## config.mk

```make
export PLATFORM = sky130hd
export DESIGN_NAME = card_blit_ctrl_flat
export DESIGN_NICKNAME = d
export VERILOG_FILES = /design/src/rtl/card_blit_if.sv /design/src/rtl/card_blit_ctrl.sv /design/src/flat_wrapper.sv
export SDC_FILE = /design/constraint.sdc
export NUM_CORES = 1
export LEC_CHECK = 0
export BUFFER_PORTS_ARGS = -buffer_cell sky130_fd_sc_hd__buf_2
export CORE_MARGIN = 3
export CORE_UTILIZATION = 54
export CTS_CLUSTER_DIAMETER = 120
export DETAILED_ROUTE_END_ITERATION = 8
export PLACE_DENSITY = 0.8
export SLEW_MARGIN = 0
export SYNTH_ARGS = -nofsm -noshare
export SYNTH_HDL_FRONTEND = slang
export SYNTH_SLANG_ARGS = --single-unit
```

## constraint.sdc

```tcl
create_clock -name clock -period 3.8 [get_ports clock]
set_clock_uncertainty 0.15 [all_clocks]
set_input_delay 0.57 -clock clock [delete_from_list [all_inputs] [get_ports clock]]
set_output_delay 0.57 -clock clock [all_outputs]
set_load 0.05 [all_outputs]
```

## src/rtl/card_blit_if.sv

```systemverilog
// Sprite-memory read port and framebuffer write port of the card blitter.
// master = blit controller, slave = memory/arbiter side.
interface card_blit_if;
    logic        rd_en;
    logic [8:0]  rd_addr;
    logic [2:0]  rd_data;
    logic        fb_we;
    logic [15:0] fb_addr;
    logic [2:0]  fb_data;
    logic        fb_ready;

    modport master (
        output rd_en,
        output rd_addr,
        input  rd_data,
        output fb_we,
        output fb_addr,
        output fb_data,
        input  fb_ready
    );

    modport slave (
        input  rd_en,
        input  rd_addr,
        output rd_data,
        input  fb_we,
        input  fb_addr,
        input  fb_data,
        output fb_ready
    );
endinterface

```

## src/rtl/card_blit_ctrl.sv

```systemverilog
// Copies one 16x32 card sprite into the 256x240 framebuffer, clipping
// off-screen and transparent pixels and stalling on framebuffer back-pressure.
module card_blit_ctrl #(
    parameter logic [2:0] TRANSPARENT = 3'b000,
    parameter int         FB_H        = 240
) (
    input  logic       clock,
    input  logic       reset,
    input  logic       start,
    input  logic [7:0] card_x,
    input  logic [7:0] card_y,
    input  logic       flip_h,
    output logic       busy,
    output logic       done,
    card_blit_if.master bus
);

    localparam logic [8:0] FB_H_W   = 9'(FB_H);
    localparam logic [8:0] LAST_IDX = 9'd511;

    typedef enum logic [1:0] {IDLE, RUN, DRAIN, DONE} state_t;

    state_t     state_reg, state_next;
    logic [8:0] idx_reg, idx_next;
    logic       s1_valid_reg, s1_valid_next;
    logic [8:0] s1_idx_reg, s1_idx_next;
    logic [7:0] cx_reg, cx_next;
    logic [7:0] cy_reg, cy_next;
    logic       flip_reg, flip_next;

    logic [4:0] row;
    logic [3:0] col;
    logic [3:0] colx;
    logic [8:0] x_full;
    logic [8:0] y_full;
    logic       clipped;
    logic       skip;
    logic       advance;

    // Stage-1 pixel position; the colour arrives on rd_data this cycle.
    assign row = s1_idx_reg[8:4];
    assign col = s1_idx_reg[3:0];

    // 15-col is the bitwise complement of a 4-bit column.
    for (genvar gi = 0; gi < 4; gi++) begin : g_mirror
        assign colx[gi] = col[gi] ^ flip_reg;
    end

    assign x_full  = {1'b0, cx_reg} + {5'd0, colx};
    assign y_full  = {1'b0, cy_reg} + {4'd0, row};
    assign clipped = x_full[8] || (y_full >= FB_H_W);
    assign skip    = clipped || (bus.rd_data == TRANSPARENT);
    assign advance = !s1_valid_reg || skip || bus.fb_ready;

    assign busy        = (state_reg == RUN) || (state_reg == DRAIN);
    assign done        = (state_reg == DONE);
    assign bus.rd_en   = busy;
    // A stalled pixel re-reads its own address so rd_data stays valid.
    assign bus.rd_addr = advance ? idx_reg : s1_idx_reg;
    assign bus.fb_we   = s1_valid_reg && !skip;
    assign bus.fb_addr = s1_valid_reg ? {y_full[7:0], x_full[7:0]} : 16'd0;
    assign bus.fb_data = s1_valid_reg ? bus.rd_data : 3'd0;

    always_comb begin
        state_next    = state_reg;
        idx_next      = idx_reg;
        s1_valid_next = s1_valid_reg;
        s1_idx_next   = s1_idx_reg;
        cx_next       = cx_reg;
        cy_next       = cy_reg;
        flip_next     = flip_reg;

        if (advance) begin
            s1_valid_next = (state_reg == RUN);
            s1_idx_next   = idx_reg;
            if (state_reg == RUN) begin
                idx_next = idx_reg + 9'd1;
            end
        end

        case (state_reg)
            IDLE: begin
                if (start) begin
                    state_next = RUN;
                    idx_next   = 9'd0;
                    cx_next    = card_x;
                    cy_next    = card_y;
                    flip_next  = flip_h;
                end
            end
            RUN: begin
                if (advance && (idx_reg == LAST_IDX)) begin
                    state_next = DRAIN;
                end
            end
            DRAIN: begin
                // Stage 1 retires on the same condition that moves the pipe.
                if (advance) begin
                    state_next = DONE;
                end
            end
            DONE: begin
                state_next = IDLE;
            end
            default: begin
                state_next = IDLE;
            end
        endcase
    end

    always_ff @(posedge clock) begin
        if (reset) begin
            state_reg    <= IDLE;
            idx_reg      <= 9'd0;
            s1_valid_reg <= 1'b0;
            s1_idx_reg   <= 9'd0;
            cx_reg       <= 8'd0;
            cy_reg       <= 8'd0;
            flip_reg     <= 1'b0;
        end else begin
            state_reg    <= state_next;
            idx_reg      <= idx_next;
            s1_valid_reg <= s1_valid_next;
            s1_idx_reg   <= s1_idx_next;
            cx_reg       <= cx_next;
            cy_reg       <= cy_next;
            flip_reg     <= flip_next;
        end
    end

endmodule

```

## src/flat_wrapper.sv

```systemverilog
// flat-port wrapper written by rule: the top's interface ports become plain ports
module card_blit_ctrl_flat 
#(
    parameter logic [2:0] TRANSPARENT = 3'b000,
    parameter int         FB_H        = 240
)
  (clock, reset, start, card_x, card_y, flip_h, busy, done, bus_rd_en, bus_rd_addr, bus_rd_data, bus_fb_we, bus_fb_addr, bus_fb_data, bus_fb_ready);
  card_blit_if bus_i ();
  input  logic clock;
  input  logic reset;
  input  logic start;
  input  logic [7:0] card_x;
  input  logic [7:0] card_y;
  input  logic flip_h;
  output logic busy;
  output logic done;
  output wire logic [$bits(bus_i.rd_en)-1:0] bus_rd_en;
  output wire logic [$bits(bus_i.rd_addr)-1:0] bus_rd_addr;
  input wire logic [$bits(bus_i.rd_data)-1:0] bus_rd_data;
  output wire logic [$bits(bus_i.fb_we)-1:0] bus_fb_we;
  output wire logic [$bits(bus_i.fb_addr)-1:0] bus_fb_addr;
  output wire logic [$bits(bus_i.fb_data)-1:0] bus_fb_data;
  input wire logic [$bits(bus_i.fb_ready)-1:0] bus_fb_ready;
  assign bus_rd_en = bus_i.rd_en;
  assign bus_rd_addr = bus_i.rd_addr;
  assign bus_i.rd_data = bus_rd_data;
  assign bus_fb_we = bus_i.fb_we;
  assign bus_fb_addr = bus_i.fb_addr;
  assign bus_fb_data = bus_i.fb_data;
  assign bus_i.fb_ready = bus_fb_ready;
  card_blit_ctrl #(.TRANSPARENT(TRANSPARENT), .FB_H(FB_H)) u_core (.clock(clock), .reset(reset), .start(start), .card_x(card_x), .card_y(card_y), .flip_h(flip_h), .busy(busy), .done(done), .bus(bus_i));
endmodule
```

# Word-level counts from Yosys, hierarchy flattened
# Index checks and enable logic that the tools add are counted.
[op_classes]
addsub = 3
magnitude_cmp = 1
n_eq_ne = 7
n_mux = 11
bitwise_logic = 4
reduce_logical = 13
[op_table]
columns = ["operator", "n"]
rows = [
  ["$mux 9", 5],
  ["$mux 16", 1],
  ["$add 8x4->9", 1],
  ["$add 8x5->9", 1],
  ["$add 9x1->9 const B", 1],
  ["$eq 9x9->1 const B", 1],
  ["$ge 9x8->1 const B", 1],
  ["$pmux 2 s4", 1],
  ["$mux 2", 3],
  ["$logic_or 1x1->1", 5],
  ["$eq 2x2->1 const B", 2],
  ["$ne 2x2->1 const B", 2],
  ["$xor 1x1->1", 4],
  ["$logic_not 3->1", 1],
  ["$mux 3", 1],
  ["$reduce_and 3->1", 1],
  ["$eq 2x1->1 const B", 1],
  ["$logic_and 1x1->1", 2],
  ["$logic_not 1->1", 2],
  ["$logic_not 2->1", 1],
  ["$ne 2x1->1 const B", 1],
  ["$reduce_and 2->1", 1],
]
[word_totals]
register_bits = 38
inputBits = 24
output_inout_bits = 32
wordCells = 46

# Logic depth before layout (Yosys ltp)
[depth]
ltp_word = 9
ltp_mapped = 12
depth_no_buf = 10

# Least setup slack after synthesis
# No wires, ideal clock.
[synth_path]
kind = "register -> output"
start = "register u_core.flip_reg"
end = "output port bus_fb_addr[2]"
t_arrival_ns = 2.534
required_ns = 3.080
slack_ns = 0.546
path_stages_with_launch = 8
path_cell_list = "dfxtp_1 -> clkbuf_1 -> xor2_1 -> ha_1 -> inv_1 -> fa_1 -> nor2b_1 -> nor3b_1"
[synth_between]
elab_chain_len = 3
word_cells_on_any_way = 5
classes_between = "add/sub: 1; mux: 1; bitwise: 3"
[synth_lines]
columns = ["item", "line_no", "text"]
rows = [
  ["from (decl)", "card_blit_ctrl.sv:29", "logic flip_reg, flip_next;"],
  ["from (signal assigned)", "card_blit_ctrl.sv:127", "flip_reg <= flip_next;"],
  ["$xor 1x1->1", "card_blit_ctrl.sv:46", "assign colx[gi] = col[gi] ^ flip_reg;"],
  ["$add 8x4->9 *", "card_blit_ctrl.sv:49", "assign x_full = {1'b0, cx_reg} + {5'd0, colx};"],
  ["$mux 16 *", "card_blit_ctrl.sv:61", "assign bus.fb_addr = s1_valid_reg ? {y_full[7:0], x_full[7:0]} : 16'd0;"],
  ["to (decl)", "flat_wrapper.sv:21", "output wire logic [$bits(bus_i.fb_addr)-1:0] bus_fb_addr;"],
]
# Every way passes the cells marked *; elsewhere a longest branch is shown, timed or not.

# Final worst setup path
[layout_path]
start = "register u_core.flip_reg"
end = "output port bus_rd_addr[8]"
[layout_between]
elab_chain_len = 7
word_cells_on_any_way = 10
classes_between = "add/sub: 1; mux: 1; bitwise: 4; reduce/logical: 4"
[layout_lines]
columns = ["item", "line_no", "text"]
rows = [
  ["$xor 1x1->1", "card_blit_ctrl.sv:46", ""],
  ["$add 8x4->9 *", "card_blit_ctrl.sv:49", ""],
  ["$logic_or 1x1->1 *", "card_blit_ctrl.sv:51", "assign clipped = x_full[8] || (y_full >= FB_H_W);"],
  ["$logic_or 1x1->1 *", "card_blit_ctrl.sv:52", "assign skip = clipped || (bus.rd_data == TRANSPARENT);"],
  ["$logic_or 1x1->1 * (2 in a row)", "card_blit_ctrl.sv:53", "assign advance = !s1_valid_reg || skip || bus.fb_ready;"],
  ["$mux 9 *", "card_blit_ctrl.sv:59", "assign bus.rd_addr = advance ? idx_reg : s1_idx_reg;"],
  ["to (decl)", "flat_wrapper.sv:18", "output wire logic [$bits(bus_i.rd_addr)-1:0] bus_rd_addr;"],
]
# Marked as above.

==> results by group <==
Run status
  • Status: completed

Worst setup path
  • CP Capture Type: output port
  • Setup crit start kind: flop
  • Critical Path AT: 2870 ps
  • Crit path kind: reg2out
  • Critical Path RT: 3080 ps
  • CP max stage delay: 390 ps
  • Critical Path, Cell by Cell: xor2_1 > ha_1 > inv_1 > fa_1 > nor2b_2 > o22ai_2 > o221ai_2 > a211oi_2 > buf_4 > mux2_4 > buf_2
  • Max stage delay cell, worst path: dfxtp_2
  • Max Fanout on Critical Path: 30

Synthesis
  • Synth warn: 0
  • Register area share after synthesis: 32.7%
  • Main flop type after synthesis: dfxtp_1
  • Synth Area per Inst: 8.67 um^2
  • Distinct cells, synth: 44
  • Ys async rst share: 0%
  • Net Count, Synth: 310
  • Synthesized cell area: 0.00232 mm^2
  • Mapped Cells: 268
  • Yosys reg bits: 38
  • Number of flops mapped to enable cells by yosys: 0

GRT
  • Largest net degree at the start of global routing: 33
  • Antenna violations before repair: 0
  • Global-route wire length before repair: 8180 um
  • GR Util All Layers: 19.9%
  • Vias in the first global route: 1822
  • Grt ovf: 0

STA
  • Pins over their slew limit: 0
  • Worst-margin pin slew: 790 ps
  • Setup tns final: 0 ps
  • Period Utilization, post-route: 94.3%
  • RSZ-0062 raised after global routing: no
  • FMAX: 0.279 GHz
  • Relative slew slack: 47.4%
  • Fin crit period: 3590 ps
  • Final setup fails: 0
  • Final-report hold violation count: 0

CTS
  • H-Tree Depth: 2
  • Clk_lat worst skew: 290 ps
  • Clock root cell: clkbuf_8
  • # clock sinks: 38
  • CTS Buf Count: 5
  • CTS clock-pin slew for the worst setup and hold paths: 80 ps
  • CTS tree: done
  • CTS max path bufs: 2

Floorplan
  • Row cnt: 23
  • Core area: 0.00409 mm^2
  • Die W: 71.6 um
  • Die H: 71.6 um
  • Initial core utilization: 56.9%
  • Die area: 0.00513 mm^2
  • IO Count: 56

Routing
  • WL per Instance: 13.2 um
  • Initial DRC Count: 126
  • Routed WL: 4870 um
  • DRT Pass-1 Iters: 4
  • ANT nets after route: 0
  • Residual DRC: 0
  • Routed vias: 1966
  • Vias per inst: 5.34

Placement
  • Post-DP HPWL: 3620 um
  • IO buf count: 55
  • Final Wtd Congestion: 0.823
  • Post-Place Cell Area: 0.00260 mm^2

Final layout
  • Commonest non-fill, non-tap cell in the layout: buf_2
  • Diodes inserted: 0
  • Layout Area Growth over Synthesis: 16.3%
  • Nets@finish: 359
  • Design area: 0.00270 mm^2
  • Fill cells: 356
  • Fraction of layout cells with a size suffix above 1: 28.0%
  • Most frequent cells in the layout: 55 x buf_2, 41 x nand2_1, 37 x dfxtp_1, 34 x a21oi_1, 17 x and2_1

Power and ir drop
  • Leak pwr: 0.00124 uW
  • PwrDens: 496 mW/mm^2
  • Peak VDD IR: 589 uV

Min path
  • Hold Path Class: reg2reg

Flow run
  • Max-Cap Viols: 0
==> power breakdown <==
part / internal, uW / switching, uW
logic: 177 / 380
registers: 448 / 44.9
clock network: 147 / 145
total: 771 / 570
==> synthesized netlist by cell type, types with 7 or more instances <==
library cell	n	area, um^2
nand2_1	41	154
nor2b_4	7	96.3
and2_1	17	106
mux2_2	7	78.8
or3_1	7	43.8
o21ai_0	10	50.1
inv_1	9	33.8
a21oi_1	34	170
ha_1	16	200
clkbuf_1	8	30.0
dfxtp_1	38	761
xor2_1	9	78.8
==> area by class of cell <==
| class | count | area, um^2 | area share [%] |
|---|---|---|---|
| Multi-Input combinational cell | 206 | 1460 | 54.1 |
| Sequential cell | 38 | 762 | 28.2 |
| Timing Repair Buffer | 57 | 290 | 10.7 |
| Clock buffer | 7 | 86.3 | 3.20 |
| Tap cell | 50 | 62.6 | 2.32 |
| Inverter | 9 | 33.8 | 1.25 |
| Clock inverter | 1 | 5.00 | 0.185 |
==> per-stage QoR <==
stage                     hold WS [ps]  cells  util [%]  power, uW  worst slack, ps
after detailed placement           304    360      63.6       1060              380
after CTS                          317    368      65.9       1350             57.2
after global routing               332    368      66.1       1420             21.8
after global placement             299    360      63.6       1040              494
after floorplan                    291    268         -        956              546
final                              315    368      66.1       1340              215
==> metal layers <==
| layer | routed length, um | track usage [%] | part of all wire [%] |
|---|---|---|---|
| met5 | 0 | 0 | 0 |
| met1 | 2240 | 25.5 | 46 |
| met4 | 53 | 5.43 | 1.1 |
| met3 | 270 | 4.91 | 5.5 |
| met2 | 2310 | 33.5 | 47 |
==> worst max-delay path: cells and delay by family, from the launching register on <==
family / cells / cell delay, ps
adders and majority gates: 2 / 580
buffers and inverters: 3 / 510
AOI/OAI and AO/OA: 3 / 440
DFF: 1 / 390
muxes: 1 / 330
xor gates and xnor gates: 1 / 170
and+or+nand+nor: 1 / 160
==> worst paths after layout <==
path	slack, ps	cells after the start	start	end
setup reg to reg	1020	11	u_core.flip_reg$_SDFFE_PP0P_	u_core.s1_idx_reg[8]$_SDFF_PP0_
setup / recovery	210	11	u_core.flip_reg$_SDFFE_PP0P_	bus_rd_addr[8]
hold reg to reg	320	2	u_core.cx_reg[0]$_SDFFE_PP0P_	u_core.cx_reg[0]$_SDFFE_PP0P_
hold / removal	320	2	u_core.cx_reg[0]$_SDFFE_PP0P_	u_core.cx_reg[0]$_SDFFE_PP0P_
==> cell families after synthesis <==
group                      after synthesis  synth area share, %
AOI/OAI and AO/OA                       56                 14.3
xor gates and xnor gates                15                 5.65
adders and majority gates               18                 10.3
buffers and inverters                   24                 4.74
DFF                                     38                 32.7
muxes                                   10                 5.12
and+or+nand+nor                        107                 27.1
==> timing repair <==
item / CTS / global route
setup buffers: 0 / 0
hold buffers: 0 / 0
resized for setup: 0 / 3
endpoints found under the hold margin: 0 / 0
setup endpoints to repair: 0 / 9
Note: power is estimated with default switching activity, not from simulation.
